### config.mk
export PLATFORM = sky130hd
export DESIGN_NAME = regfile_write_arbiter
export DESIGN_NICKNAME = d
export VERILOG_FILES = /design/src/rtl/regfile_write_arbiter.sv
export SDC_FILE = /design/constraint.sdc
export NUM_CORES = 1
export LEC_CHECK = 0
export BUFFER_PORTS_ARGS = -buffer_cell sky130_fd_sc_hd__buf_2
export CAP_MARGIN = 10
export CORE_ASPECT_RATIO = 1.2
export CORE_MARGIN = 10
export CORE_UTILIZATION = 48
export DETAILED_ROUTE_END_ITERATION = 16
export PLACE_DENSITY = 0.92
export SETUP_SLACK_MARGIN = 0.2
export SLEW_MARGIN = 0
export SYNTH_ARGS = -nofsm -noshare
export SYNTH_HDL_FRONTEND = slang
export SYNTH_SLANG_ARGS = --single-unit
### constraint.sdc
create_clock -name clk -period 3.4 [get_ports clk]
set_input_delay 0.17 -clock clk [delete_from_list [all_inputs] [get_ports clk]]
set_output_delay 0.17 -clock clk [all_outputs]
set_load 0.02 [all_outputs]
### src/rtl/regfile_write_arbiter.sv
// Two-source arbiter for the single register-file write port.
// Port 0 has fixed priority; a starvation guard forces one port-1 grant.
module regfile_write_arbiter #(
  parameter int unsigned DATA_W       = 32,
  parameter int unsigned ADDR_W       = 5,
  parameter int unsigned STARVE_LIMIT = 4,
  parameter int unsigned CNT_W        = 3
) (
  input  logic              clk,
  input  logic              reset,
  input  logic              req0_valid,
  output logic              req0_ready,
  input  logic [ADDR_W-1:0] req0_addr,
  input  logic [DATA_W-1:0] req0_data,
  input  logic              req1_valid,
  output logic              req1_ready,
  input  logic [ADDR_W-1:0] req1_addr,
  input  logic [DATA_W-1:0] req1_data,
  output logic              rf_we,
  output logic [ADDR_W-1:0] rf_waddr,
  output logic [DATA_W-1:0] rf_wdata,
  output logic              last_grant,
  output logic [7:0]        zero_drops
);

  typedef enum logic {
    NORMAL = 1'b0,
    FORCE1 = 1'b1
  } state_t;

  localparam logic [CNT_W-1:0] STARVE_MAX = CNT_W'(STARVE_LIMIT - 1);

  state_t            state_q, state_d;
  logic [CNT_W-1:0]  starve_cnt_q, starve_cnt_d;
  logic              rf_we_q, rf_we_d;
  logic [ADDR_W-1:0] rf_waddr_q, rf_waddr_d;
  logic [DATA_W-1:0] rf_wdata_q, rf_wdata_d;
  logic              last_grant_q, last_grant_d;
  logic [7:0]        zero_drops_q, zero_drops_d;

  logic              xfer0, xfer1;
  logic [ADDR_W-1:0] win_addr;
  logic [DATA_W-1:0] win_data;

  always_comb begin
    req0_ready = 1'b1;
    req1_ready = !req0_valid;
    if (state_q == FORCE1) begin
      req0_ready = 1'b0;
      req1_ready = 1'b1;
    end
  end

  // The ready terms make the two transfers mutually exclusive.
  assign xfer0    = req0_valid && req0_ready;
  assign xfer1    = req1_valid && req1_ready;
  assign win_addr = xfer1 ? req1_addr : req0_addr;
  assign win_data = xfer1 ? req1_data : req0_data;

  always_comb begin
    state_d      = state_q;
    starve_cnt_d = starve_cnt_q;
    case (state_q)
      NORMAL: begin
        if (req0_valid && req1_valid) begin
          if (starve_cnt_q == STARVE_MAX) begin
            state_d      = FORCE1;
            starve_cnt_d = '0;
          end else begin
            starve_cnt_d = starve_cnt_q + CNT_W'(1);
          end
        end else begin
          starve_cnt_d = '0;
        end
      end
      FORCE1: begin
        // A dropped req1 here is a protocol violation; leave without writing.
        if (xfer1 || !req1_valid) state_d = NORMAL;
      end
      default: state_d = NORMAL;
    endcase
  end

  always_comb begin
    rf_we_d      = 1'b0;
    rf_waddr_d   = rf_waddr_q;
    rf_wdata_d   = rf_wdata_q;
    last_grant_d = last_grant_q;
    zero_drops_d = zero_drops_q;
    if (xfer0 || xfer1) begin
      rf_we_d      = |win_addr;
      rf_waddr_d   = win_addr;
      rf_wdata_d   = win_data;
      last_grant_d = xfer1;
      if (~|win_addr && zero_drops_q != 8'hFF) zero_drops_d = zero_drops_q + 8'd1;
    end
  end

  always_ff @(posedge clk or posedge reset) begin
    if (reset) begin
      state_q      <= NORMAL;
      starve_cnt_q <= '0;
      rf_we_q      <= 1'b0;
      rf_waddr_q   <= '0;
      rf_wdata_q   <= '0;
      last_grant_q <= 1'b0;
      zero_drops_q <= '0;
    end else begin
      state_q      <= state_d;
      starve_cnt_q <= starve_cnt_d;
      rf_we_q      <= rf_we_d;
      rf_waddr_q   <= rf_waddr_d;
      rf_wdata_q   <= rf_wdata_d;
      last_grant_q <= last_grant_d;
      zero_drops_q <= zero_drops_d;
    end
  end

  assign rf_we      = rf_we_q;
  assign rf_waddr   = rf_waddr_q;
  assign rf_wdata   = rf_wdata_q;
  assign last_grant = last_grant_q;
  assign zero_drops = zero_drops_q;

endmodule

Yosys cells after proc, flatten, opt, wreduce, memory -nomap -nowiden
Index checks and enable logic that the tools add are counted.
- add/subtract/negate cells: 2
- equal/unequal tests: 2
- muxes and demuxes: 11
- bitwise logic cells: 1
- reduce and logical (&&, ||, !) cells: 11
- operator list (cell ; number):
    $mux 32 ; 1
    $add 8x1->8 const B ; 1
    $ne 8x8->1 const B ; 1
    $mux 1 ; 6
    $mux 3 ; 2
    $mux 5 ; 1
    $reduce_or 5->1 ; 1
    $logic_and 1x1->1 ; 4
    $add 3x1->3 const B ; 1
    $eq 3x2->1 const B ; 1
    $logic_not 1->1 ; 3
    $logic_or 1x1->1 ; 2
    $pmux 1 s2 ; 1
    $reduce_and 2->1 ; 1
    $not 1->1 ; 1
- flip-flop bits (word level): 51
- input port bits: 78
- output and inout bits: 49
- word-level logic and storage cells: 34

Longest topological paths before layout
- depth after elaboration: 8
- gate-level depth with buffers: 6
- gate-level depth less buffers: 5

Least setup slack after synthesis
Ideal clock, no wire load.
- path type: register -> register
- start point: register state_q
- end point: register zero_drops_q[1] (netlist: zero_drops[1])
- setup time: 0.128 ns
- arrival: 1.762 ns
- required time: 3.272 ns
- slack: 1.510 ns
- stages on the path, launching flop included: 7
- path buffers: 1
- period minus slack after synthesis: 1.890 ns
- path through: dfrtp_1 -> nor2b_2 -> inv_1 -> or3_1 -> buf_6 -> a21oi_2 -> mux2_1
- longest elaborated chain between the ends: 7
- elaborated cells between the ends (all ways): 10
- classes of those cells: mux (3); reduce/logical (7)
- RTL lines (element ; line ; RTL):
    from (decl) ; 33 ; state_t state_q, state_d;
    from (signal assigned) ; 109 ; state_q <= state_d;
    $mux 1 * ; 48 ; if (state_q == FORCE1) begin
    net req1_ready ; 16 ; output logic req1_ready,
    $logic_and 1x1->1 * ; 56 ; assign xfer1 = req1_valid && req1_ready;
    $mux 5 ; 57 ; assign win_addr = xfer1 ? req1_addr : req0_addr;
    $reduce_or 5->1 ; 95 ; if (~|win_addr && zero_drops_q != 8'hFF) zero_drops_d = zero_drops_q + 8'd1;
    $logic_not 1->1 ; 95 ;
    $logic_and 1x1->1 ; 95 ;
    $reduce_and 2->1 (no line) * ; - ;
    to (signal assigned) ; 115 ; zero_drops_q <= zero_drops_d;
    to (decl) ; 39 ; logic [7:0] zero_drops_q, zero_drops_d;
Mark *: on every way through the listed nets, which the timed path passes. The rest lies on a longest branch.
A chain may end at the register's enable or synchronous reset.

Worst setup path after layout
- start point: register state_q
- end point: register zero_drops_q[1] (netlist: zero_drops[1])
- longest elaborated chain between the ends: 7
- elaborated cells between the ends (all ways): 10
- classes of those cells: mux (3); reduce/logical (7)
- RTL lines (element ; line):
    $mux 1 ; 48
    $logic_and 1x1->1 ; 56
    $mux 5 ; 57
    $reduce_or 5->1 ; 95
    $logic_not 1->1 ; 95
    $logic_and 1x1->1 ; 95
    $reduce_and 2->1 (no line) * ; -
Mark *: on every way between the ends. The rest lies on a longest branch, timed or not.

==> metrics <==
Pre-Repair DR Iteration Count=4; total grt overflow=0; Hold Fails Final Rpt=0; Worst slew margin=0.297; syn_nets=312; Post-synth EDFFs=0; Placed Cells=406; Post-Syn Area=0.00242 mm^2; width of the die=84.9 um; vias in the first global route=about 2300; total of max-cap violations=0; Post-synth ARST share=1.00; Routed Antenna Nets=0; commonest non-fill, non-tap cells in the layout=buf_2 (126), dfrtp_1 (51), nand2_1 (43); clock skew=approximately 0.0078 ns; Largest stage delay, worst path=0.54 ns; postcts setup bufs=0; DRC=0; Sink Count=a little over 50; critical path required time=3.58 ns; Slowest-stage cell, CP=or3_1; routed vias=2128; number of core rows=28; Final period util=0.573; Syn Inst Count=232; cell area power density=434 mW/mm^2; synth unique cells=31; worst slew pin tran=1.05 ns; hpwl dp=5.52 mm; CP Data Arrival Time=2.13 ns; CP endpoint kind=flip-flop; Sum Neg Setup Slack=0 ns; most common cell after layout, fill and taps aside=buf_2; core area=0.00490 mm^2; Worst IR Drop VDD=0.329 mV; Final GP Congestion=0.766; worst-path cell chain=nor2b_4 -> inv_1 -> or3_1 -> a21oi_2 -> mux2_1; Vert. Die Dim=97.8 um; first-pass GRT wire length=11.3 mm; Max Buffers Root-to-Sink=2; Slew Viols, Final=0; antenna violations before repair=0; CTS tree=done; # setup viols final=0; fin crit period=1.95 ns; RSZ-0062 raised after global routing=false; I/O pin count=between 100 and 150; maximum clock frequency=between 500 and 600 MHz; share of cells above drive strength 1=0.401; diodes inserted=0; Num CTS Buffers=5; DR vias/cell=about 5.1; Post-CTS Resized=0; reg2reg setup slack=1.45 ns; CP bufs+invs=1; I/O Buffers=126; Initial DRC Count=76; clock slew at reported path FFs=~0.09 ns; Setup CP Type=flip-flop to flip-flop; Post-Route WL=7.02 mm; Syn. warnings=0; Seq/Total Area, Yosys=0.527; Pleak=between 1.5 and 2 nW; #FFs+latches synth=between 50 and 60; layout net count=between 400 and 500; outcome=completed; worst skew pair latency=0.29 ns; root buffer cell=clkbuf_8; Area Overhead vs Synth=30.8%; Post-synth top flop=dfrtp_1; nature of the critical path startpoint=flip-flop; DR WL/cell=approximately 17 um; Max FO, Critical Path=8; GRT Total Usage=0.164; syn avg cell area=10.4 um^2; H-tree Lvls=2; Post-Layout Cell Count=414; Core Util, Final=0.646; largest net degree at the start of global routing=77; CTS hold repair buffers=0; full die area=0.00830 mm^2; # fillers=421; Hold WC Path Type=input pin to flip-flop; starting density of the core=0.494; delay-heaviest family, CP=simple AND/OR/NAND/NOR gates
[power breakdown]
group / leakage (nW) / internal, W / switching [W]
sequential: 0.632 / 0.000666 / 0.0000437
clock: 0.0422 / 0.000145 / 0.000189
combinational: 1.04 / 0.000129 / 0.000203
[final timing paths]
path                                        start                        end  cells after the start
setup / recovery                state_q$_DFF_PP0_  zero_drops[1]$_DFFE_PP0P_                      5
hold / removal                       req0_data[2]    rf_wdata[2]$_DFFE_PP0P_                      3
setup reg to reg                state_q$_DFF_PP0_  zero_drops[1]$_DFFE_PP0P_                      5
hold reg to reg            last_grant$_DFFE_PP0P_     last_grant$_DFFE_PP0P_                      2
max in group asynchronous                   reset    rf_waddr[3]$_DFFE_PP0P_                      2
min in group asynchronous                   reset    rf_wdata[1]$_DFFE_PP0P_                      2
[metrics by stage]
| stage | area (um^2) | hold WS [ns] | setup slack [ns] | total power [W] |
|---|---|---|---|---|
| after global placement | 3090 | 0.371 | 1.36 | 0.00105 |
| final | 3170 | 0.0733 | 1.45 | 0.00137 |
| after global routing | 3170 | 0.0742 | 1.36 | 0.00145 |
| after detailed placement | 3090 | 0.379 | 1.34 | 0.00106 |
| after CTS | 3170 | 0.0673 | 1.46 | 0.00139 |
| after floorplan | 2420 | 0.287 | 1.51 | 0.000912 |
[logic make-up (layout without fill, tap and decap cells)]
| group | after synthesis | in the layout | synth area share |
|---|---|---|---|
| compound gates | 52 | 52 | 0.130 |
| mux | 41 | 41 | 0.171 |
| fa+ha+maj | 2 | 2 | 0.0103 |
| xor+xnor | 4 | 4 | 0.0145 |
| simple gates | 65 | 65 | 0.118 |
| flops | 51 | 51 | 0.527 |
| buf+inv | 17 | 139 | 0.0294 |
[cells in the mapped netlist, types with 2 or more instances]
master    count  area [um^2]
dfrtp_1      51         1280
nand2_1      43          161
mux2i_1      38          380
o21ai_1      26          130
o21ai_0      15         75.1
clkbuf_1     12         45.0
nor2_1        6         22.5
nand3_1       5         25.0
xor2_1        4         35.0
a21oi_1       3         15.0
inv_1         3         11.3
mux2_1        3         33.8
a211oi_2      2         25.0
a21oi_2       2         17.5
and3_1        2         12.5
ha_1          2         25.0
[worst register-to-register path: cells and delay by family (launching register included)]
family | cells | cell delay [ns]
simple gates | 2 | 0.68
flops | 1 | 0.48
mux | 1 | 0.33
compound gates | 1 | 0.23
buf+inv | 1 | 0.10
[sequential cells by signal, indices dropped and copies added (netlist names)]
signal and count:
rf_we 1, starve_cnt_q 3, state_q 1, last_grant 1, rf_waddr 5, rf_wdata 32
zero_drops 8
[layout make-up]
type	instances	area (um^2)	area share
sequential	51	1280	0.403
clock inverter	1	5.00	0.00158
multi-input combinational	164	1080	0.341
tap	60	75.1	0.0237
timing repair buffer	128	646	0.204
inverter	3	11.3	0.00355
clock buffer	7	76.3	0.0241
[per-layer routing]
| layer | global-route usage | vias up | share of wire |
|---|---|---|---|
| li1 | - | 1044 | - |
| met1 | 0.178 | 1005 | 0.38 |
| met2 | 0.297 | 71 | 0.54 |
| met3 | 0.0482 | 8 | 0.062 |
| met4 | 0.0533 | 0 | 0.016 |
| met5 | 0 | - | 0 |
Power figures use the tool's default switching activity.
